===== config.mk =====
export PLATFORM = sky130hd
export DESIGN_NAME = multicycle_controller_flat
export DESIGN_NICKNAME = d
export VERILOG_FILES = /design/src/rtl/multicycle_controller_if.sv /design/src/rtl/multicycle_controller.sv /design/src/flat_wrapper.sv
export SDC_FILE = /design/constraint.sdc
export NUM_CORES = 1
export LEC_CHECK = 0
export ABC_CLOCK_PERIOD_IN_PS = 7400
export BUFFER_PORTS_ARGS = -buffer_cell sky130_fd_sc_hd__buf_2
export CORE_ASPECT_RATIO = 1.75
export CORE_MARGIN = 2
export CORE_UTILIZATION = 30
export DETAILED_ROUTE_END_ITERATION = 8
export SLEW_MARGIN = 10
export SYNTH_ARGS = -nofsm -noshare
export SYNTH_HDL_FRONTEND = slang
export SYNTH_SLANG_ARGS = --single-unit

===== constraint.sdc =====
create_clock -name clk -period 7.4 [get_ports clk]
set_input_delay 0.74 -clock clk [delete_from_list [all_inputs] [get_ports clk]]
set_output_delay 0.74 -clock clk [all_outputs]
set_load 0.02 [all_outputs]

===== src/rtl/multicycle_controller_if.sv =====
// multicycle_controller_if: control bus between the multicycle FSM and its datapath/memory.
interface multicycle_controller_if;
    logic [6:0]  Op;
    logic        Zero;
    logic        mem_ready;
    logic        mem_req;
    logic        AdrSrc;
    logic        IRWrite;
    logic        PCWrite;
    logic        MemWrite;
    logic        RegWrite;
    logic [1:0]  ResultSrc;
    logic [1:0]  ALUSrcA;
    logic [1:0]  ALUSrcB;
    logic [1:0]  ALUOp;
    logic [2:0]  ImmSrc;
    logic [3:0]  state;
    logic        retire;
    logic        illegal;
    logic [31:0] instret;
    modport master (
        input  Op, Zero, mem_ready,
        output mem_req, AdrSrc, IRWrite, PCWrite, MemWrite, RegWrite, ResultSrc,
               ALUSrcA, ALUSrcB, ALUOp, ImmSrc, state, retire, illegal, instret
    );
    modport slave (
        output Op, Zero, mem_ready,
        input  mem_req, AdrSrc, IRWrite, PCWrite, MemWrite, RegWrite, ResultSrc,
               ALUSrcA, ALUSrcB, ALUOp, ImmSrc, state, retire, illegal, instret
    );
endinterface


===== src/rtl/multicycle_controller.sv =====
// multicycle_controller: RISC-V style multicycle control FSM with memory wait states,
// illegal-opcode trap and retired-instruction counter.
module multicycle_controller (
    input logic clk,
    input logic rst,
    multicycle_controller_if.master bus
);
    typedef enum logic [3:0] {
        FETCH = 4'd0, DECODE = 4'd1, MEMADR = 4'd2, MEMREAD = 4'd3,
        MEMWB = 4'd4, MEMWRITE = 4'd5, EXECR = 4'd6, EXECI = 4'd7,
        ALUWB = 4'd8, BEQ = 4'd9, JAL = 4'd10, TRAP = 4'd11
    } state_t;
    localparam logic [6:0] OP_LW  = 7'b0000011;
    localparam logic [6:0] OP_SW  = 7'b0100011;
    localparam logic [6:0] OP_R   = 7'b0110011;
    localparam logic [6:0] OP_I   = 7'b0010011;
    localparam logic [6:0] OP_B   = 7'b1100011;
    localparam logic [6:0] OP_JAL = 7'b1101111;
    state_t      cur, nxt;
    logic [31:0] instret_q;
    always_ff @(posedge clk) begin
        if (rst) begin
            cur       <= FETCH;
            instret_q <= '0;
        end else begin
            cur       <= nxt;
            instret_q <= instret_q + {31'd0, bus.retire};
        end
    end
    always_comb begin
        nxt = FETCH;
        case (cur)
            FETCH:    nxt = bus.mem_ready ? DECODE : FETCH;
            DECODE:   nxt = (bus.Op == OP_LW || bus.Op == OP_SW) ? MEMADR :
                            (bus.Op == OP_R)   ? EXECR :
                            (bus.Op == OP_I)   ? EXECI :
                            (bus.Op == OP_B)   ? BEQ :
                            (bus.Op == OP_JAL) ? JAL : TRAP;
            MEMADR:   nxt = (bus.Op == OP_SW) ? MEMWRITE : MEMREAD;
            MEMREAD:  nxt = bus.mem_ready ? MEMWB : MEMREAD;
            MEMWRITE: nxt = bus.mem_ready ? FETCH : MEMWRITE;
            EXECR, EXECI, JAL: nxt = ALUWB;
            TRAP:     nxt = TRAP;
            default:  nxt = FETCH;
        endcase
    end
    // Under reset the selects show their FETCH values; strobes are masked afterwards.
    always_comb begin
        bus.mem_req   = 1'b0;
        bus.AdrSrc    = 1'b0;
        bus.IRWrite   = 1'b0;
        bus.PCWrite   = 1'b0;
        bus.MemWrite  = 1'b0;
        bus.RegWrite  = 1'b0;
        bus.ResultSrc = 2'b00;
        bus.ALUSrcA   = 2'b00;
        bus.ALUSrcB   = 2'b00;
        bus.ALUOp     = 2'b00;
        bus.retire    = 1'b0;
        bus.illegal   = 1'b0;
        case (rst ? FETCH : cur)
            FETCH: begin
                bus.mem_req   = 1'b1;
                bus.ALUSrcB   = 2'b10;
                bus.ResultSrc = 2'b10;
                bus.IRWrite   = bus.mem_ready;
                bus.PCWrite   = bus.mem_ready;
            end
            DECODE: begin
                bus.ALUSrcA = 2'b01;
                bus.ALUSrcB = 2'b01;
            end
            MEMADR: begin
                bus.ALUSrcA = 2'b10;
                bus.ALUSrcB = 2'b01;
            end
            MEMREAD: begin
                bus.mem_req = 1'b1;
                bus.AdrSrc  = 1'b1;
            end
            MEMWB: begin
                bus.ResultSrc = 2'b01;
                bus.RegWrite  = 1'b1;
                bus.retire    = 1'b1;
            end
            MEMWRITE: begin
                bus.mem_req  = 1'b1;
                bus.AdrSrc   = 1'b1;
                bus.MemWrite = bus.mem_ready;
                bus.retire   = bus.mem_ready;
            end
            EXECR: begin
                bus.ALUSrcA = 2'b10;
                bus.ALUOp   = 2'b10;
            end
            EXECI: begin
                bus.ALUSrcA = 2'b10;
                bus.ALUSrcB = 2'b01;
                bus.ALUOp   = 2'b10;
            end
            ALUWB: begin
                bus.RegWrite = 1'b1;
                bus.retire   = 1'b1;
            end
            BEQ: begin
                bus.ALUSrcA = 2'b10;
                bus.ALUOp   = 2'b01;
                bus.PCWrite = bus.Zero;
                bus.retire  = 1'b1;
            end
            JAL: begin
                bus.ALUSrcA = 2'b01;
                bus.ALUSrcB = 2'b10;
                bus.PCWrite = 1'b1;
            end
            TRAP:    bus.illegal = 1'b1;
            default: ;
        endcase
        if (rst) begin
            bus.mem_req = 1'b0;
            bus.IRWrite = 1'b0;
            bus.PCWrite = 1'b0;
        end
    end
    assign bus.ImmSrc  = (bus.Op == OP_LW)  ? 3'b000 :
                         (bus.Op == OP_SW)  ? 3'b001 :
                         (bus.Op == OP_B)   ? 3'b010 :
                         (bus.Op == OP_JAL) ? 3'b011 :
                         (bus.Op == OP_I)   ? 3'b100 : 3'b101;
    assign bus.state   = cur;
    assign bus.instret = instret_q;
endmodule


===== src/flat_wrapper.sv =====
// flat-port wrapper written by rule: the top's interface ports become plain ports
module multicycle_controller_flat 
  (clk, rst, bus_Op, bus_Zero, bus_mem_ready, bus_mem_req, bus_AdrSrc, bus_IRWrite, bus_PCWrite, bus_MemWrite, bus_RegWrite, bus_ResultSrc, bus_ALUSrcA, bus_ALUSrcB, bus_ALUOp, bus_ImmSrc, bus_state, bus_retire, bus_illegal, bus_instret);
  multicycle_controller_if bus_i ();
  input logic clk;
  input logic rst;
  input wire logic [$bits(bus_i.Op)-1:0] bus_Op;
  input wire logic [$bits(bus_i.Zero)-1:0] bus_Zero;
  input wire logic [$bits(bus_i.mem_ready)-1:0] bus_mem_ready;
  output wire logic [$bits(bus_i.mem_req)-1:0] bus_mem_req;
  output wire logic [$bits(bus_i.AdrSrc)-1:0] bus_AdrSrc;
  output wire logic [$bits(bus_i.IRWrite)-1:0] bus_IRWrite;
  output wire logic [$bits(bus_i.PCWrite)-1:0] bus_PCWrite;
  output wire logic [$bits(bus_i.MemWrite)-1:0] bus_MemWrite;
  output wire logic [$bits(bus_i.RegWrite)-1:0] bus_RegWrite;
  output wire logic [$bits(bus_i.ResultSrc)-1:0] bus_ResultSrc;
  output wire logic [$bits(bus_i.ALUSrcA)-1:0] bus_ALUSrcA;
  output wire logic [$bits(bus_i.ALUSrcB)-1:0] bus_ALUSrcB;
  output wire logic [$bits(bus_i.ALUOp)-1:0] bus_ALUOp;
  output wire logic [$bits(bus_i.ImmSrc)-1:0] bus_ImmSrc;
  output wire logic [$bits(bus_i.state)-1:0] bus_state;
  output wire logic [$bits(bus_i.retire)-1:0] bus_retire;
  output wire logic [$bits(bus_i.illegal)-1:0] bus_illegal;
  output wire logic [$bits(bus_i.instret)-1:0] bus_instret;
  assign bus_i.Op = bus_Op;
  assign bus_i.Zero = bus_Zero;
  assign bus_i.mem_ready = bus_mem_ready;
  assign bus_mem_req = bus_i.mem_req;
  assign bus_AdrSrc = bus_i.AdrSrc;
  assign bus_IRWrite = bus_i.IRWrite;
  assign bus_PCWrite = bus_i.PCWrite;
  assign bus_MemWrite = bus_i.MemWrite;
  assign bus_RegWrite = bus_i.RegWrite;
  assign bus_ResultSrc = bus_i.ResultSrc;
  assign bus_ALUSrcA = bus_i.ALUSrcA;
  assign bus_ALUSrcB = bus_i.ALUSrcB;
  assign bus_ALUOp = bus_i.ALUOp;
  assign bus_ImmSrc = bus_i.ImmSrc;
  assign bus_state = bus_i.state;
  assign bus_retire = bus_i.retire;
  assign bus_illegal = bus_i.illegal;
  assign bus_instret = bus_i.instret;
  multicycle_controller u_core (.clk(clk), .rst(rst), .bus(bus_i));
endmodule

==> run_results.csv <==
group,metric,value,unit
grt,use_met3,2.96,%
detailed_routing,drt_first_iter_violations,82,
grt,overflow,0,
logic_synthesis,ys_warn_count,0,
timing,rsz0062_at_grt,"no",
power_and_ir_drop,power.share.clock,34.8,%
timing,maxSlewViolCount,0,
min_path,holdPathStages,2,
die,core,0.00659,mm²
power_and_ir_drop,p_per_area,241,mW/mm²
detailed_routing,avgViaCountPerCell,5.33,
cells_and_area,fillers,712,
detailed_routing,drc,0,
clock_network,worst_setup_hold_path_clk_slew,0.05,ns
min_path,min_from,"u_core.bus.instret[29]",
timing,tightest_slew,0.816,ns
power_and_ir_drop,p_sw,0.211,mW
power_and_ir_drop,power_frac_comb,27.3,%
critical_path,crit_chain,"buf_2 > nor2_1 > nand2_1 > nor2_1 > or3_1 > ha_1 > ha_1 > nand4_1 > or4_4 > or4_1 > a21oi_1",
detailed_routing,ant_nets,0,
critical_path,worstPathRequired,7.60,ns
critical_path,rr_worst_depth,9,
run,cap_violations,0,
power_and_ir_drop,seqPwrFrac,37.8,%
cells_and_area,final_common_cell,"buf_2",
power_and_ir_drop,leakage,1.03,nW
clock_network,root_buffer,"clkbuf_16",
clock_network,clock_path_buffers,2,
logic_synthesis,synth_top_area_cell,"dfxtp_1",
clock_network,cts_tree,"yes",
logic_synthesis,synth-edff-count,0,
clock_network,cts_buffers,5,
timing,relSlewSlack,45.4,%
logic_synthesis,synth_top_area_share,35.1,%
logic_synthesis,synthCells,254,
logic_synthesis,syn_area_per_cell,8.09,µm²
critical_path,crit_path_max_fanout,43,
grt,grtUsageMet1,18.1,%
logic_synthesis,netlist_area,0.00206,mm²
logic_synthesis,yosys_register_bits,36,
critical_path,cpPeakStageDelay,0.59,ns
critical_path,crit_slowest_cell,"or4_4",
detailed_routing,wl,5620,µm
logic_synthesis,yosysSeqAreaShare,35.1,%
grt,grt_pass1_vias,1961,
clock_network,cts.repair.resized,0,
die,io_pins,66,
timing,period_minus_slack,3.39,ns
power_and_ir_drop,power.internal,0.412,mW
cells_and_area,drive_gt1_share,27.4,%
die,die_w,66.6,µm
cells_and_area,synthToLayoutAreaGrowth,25.7,%
timing,max_freq,0.295,GHz
logic_synthesis,netlist_top_cells_area,"dfxtp_1 35%, a21oi_1 5.6%, nor2_1 5.3%, nand2_1 3.8%, o31ai_1 3.7%",
die,initial_core_util,31.2,%
grt,grt_busiest_layer,"met2",
cells_and_area,final_cell_mix,"65 x buf_2, 36 x dfxtp_1, 29 x nor2_1, 23 x a21oi_1, 21 x nand2_1",
grt,grt_max_degree,44,
logic_synthesis,async_reset_ff_share,0,%
cells_and_area,final_core_util,39.2,%
placement,place.gp.congestion,0.849,
clock_network,postCtsSetupBuffers,0,
timing,min_period_over_period,45.8,%
power_and_ir_drop,peakVddDrop,132,µV
critical_path,cp-startpoint,"rst",
detailed_routing,routedWlPerCell,14.2,µm
placement,port_buffers,65,
grt,grt_use_total,15.9,%
clock_network,cts_sinks,36,
placement,dp_hpwl,4210,µm
power_and_ir_drop,sw_frac_of_total,33.9,%
critical_path,arrival,3.59,ns
die,placementRows,39,
logic_synthesis,synthFlopType,"dfxtp_1",
cells_and_area,fin_nets,327,
outcome,outcome,"finished, final reports clean",
critical_path,path_class,"input port to flip-flop",
critical_path,crit_path_end_kind,"flip-flop",
detailed_routing,dr_total_vias,2109,
timing,hold_viol,0,
die,die-height,114,µm
die,die-area,0.00756,mm²
cells_and_area,n_antenna_cell,0,
grt,antenna_found_initial,0,
timing,setup_viol,0,
grt,grt_pass1_wl,9440,µm
clock_network,cts_hold_buf,0,
critical_path,r2r-start,"u_core.bus.state[0]",
detailed_routing,drt_first_pass_iters,4,
timing,timing.setup.tns,0,ns
logic_synthesis,syn-num-nets,267,
grt,grt_use_met2,27.9,%
min_path,min_path_type,"flip-flop to flip-flop",
clock_network,clk_latency,0.28,ns
logic_synthesis,synth_cell_types,46,
timing,skew,0.00415,ns
clock_network,ctsHtreeMaxLevel,2,
critical_path,start_kind,"input port",
==> worst max-delay path: cells and delay by family <==
| kind | cells | cell delay [ns] |
|---|---|---|
| compound gates | 1 | 0.15 |
| simple gates | 7 | 1.89 |
| fa+ha+maj | 2 | 0.46 |
| buf+inv | 1 | 0.34 |
==> cell usage after synthesis, types with 2 or more instances <==
library cell	instances
xor2_1	7
nor2_1	29
o41ai_1	4
o21ai_0	5
nor2b_1	7
dfxtp_1	36
xnor2_1	6
and4_1	5
nor3_1	5
o31ai_1	10
nor4_1	7
a31oi_1	2
ha_1	2
and3_1	3
nand2_1	21
or2_2	2
a31o_2	2
or4_1	10
clkbuf_1	8
buf_1	3
nand3_1	8
mux2_2	3
or3_1	4
or3_2	2
nand4_1	9
nand4bb_1	2
nor4b_1	3
inv_1	6
nand2b_1	4
a21oi_1	23
==> metrics by stage <==
step | area (µm²) | worst slack (ns) | hold WS [ns] | total power [mW] | instances
2_1_floorplan | 2060 | 3.73 | 0.559 | 0.359 | 254
3_3_place_gp | 2430 | 3.80 | 0.491 | 0.408 | 389
3_5_place_dp | 2430 | 3.71 | 0.498 | 0.410 | 389
4_1_cts | 2580 | 4.00 | 0.506 | 0.631 | 396
5_1_grt | 2580 | 3.72 | 0.531 | 0.660 | 396
6_report | 2580 | 4.01 | 0.501 | 0.623 | 396
==> state kept, by name (all words and copies together), names as in the netlist <==
signal and flops:
u_core.bus.instret 32, u_core.bus.state 4
==> layer usage <==
| metal | vias up | part of all wire (%) |
|---|---|---|
| met4 | 0 | 2.5 |
| met3 | 10 | 4.7 |
| met5 | - | 0 |
| met2 | 63 | 53 |
| met1 | 960 | 40 |
| li1 | 1076 | - |
==> logic make-up after synthesis <==
| family | after synthesis | synth area share, % |
|---|---|---|
| AND/OR/NAND/NOR | 128 | 35.8 |
| AO/OA/AOI/OAI | 54 | 17.0 |
| flip-flops | 36 | 35.1 |
| buffers and inverters | 18 | 3.65 |
| XOR/XNOR | 13 | 5.54 |
| multiplexers | 3 | 1.64 |
| adder cells (fa/ha/maj) | 2 | 1.22 |
==> final cells by class <==
type                       instances  area [µm²]  area share, %
multi-input combinational        200        1260           48.8
timing repair buffer              65         325           12.6
sequential                        36         721           27.9
tap                               82         103           3.97
inverter                           6        22.5          0.872
clock buffer                       7         153           5.91
==> power by group through the flow <==
stage          combinational [mW]  clock [mW]  sequential [mW]
2_1_floorplan               0.132           0            0.227
4_1_cts                     0.171       0.224            0.235
3_3_place_gp                0.169           0            0.239
5_1_grt                     0.189       0.231            0.240
3_5_place_dp                0.170           0            0.240
6_report                    0.170       0.217            0.236
==> final timing paths <==
path / to / slack, ns
min: u_core.bus.instret[29] / 0.50
max reg2reg: u_core.bus.instret[26] / 4.18
min reg2reg: u_core.bus.instret[29] / 0.50
max: u_core.bus.instret[26] / 4.01
(Power assumes the default switching activity.)
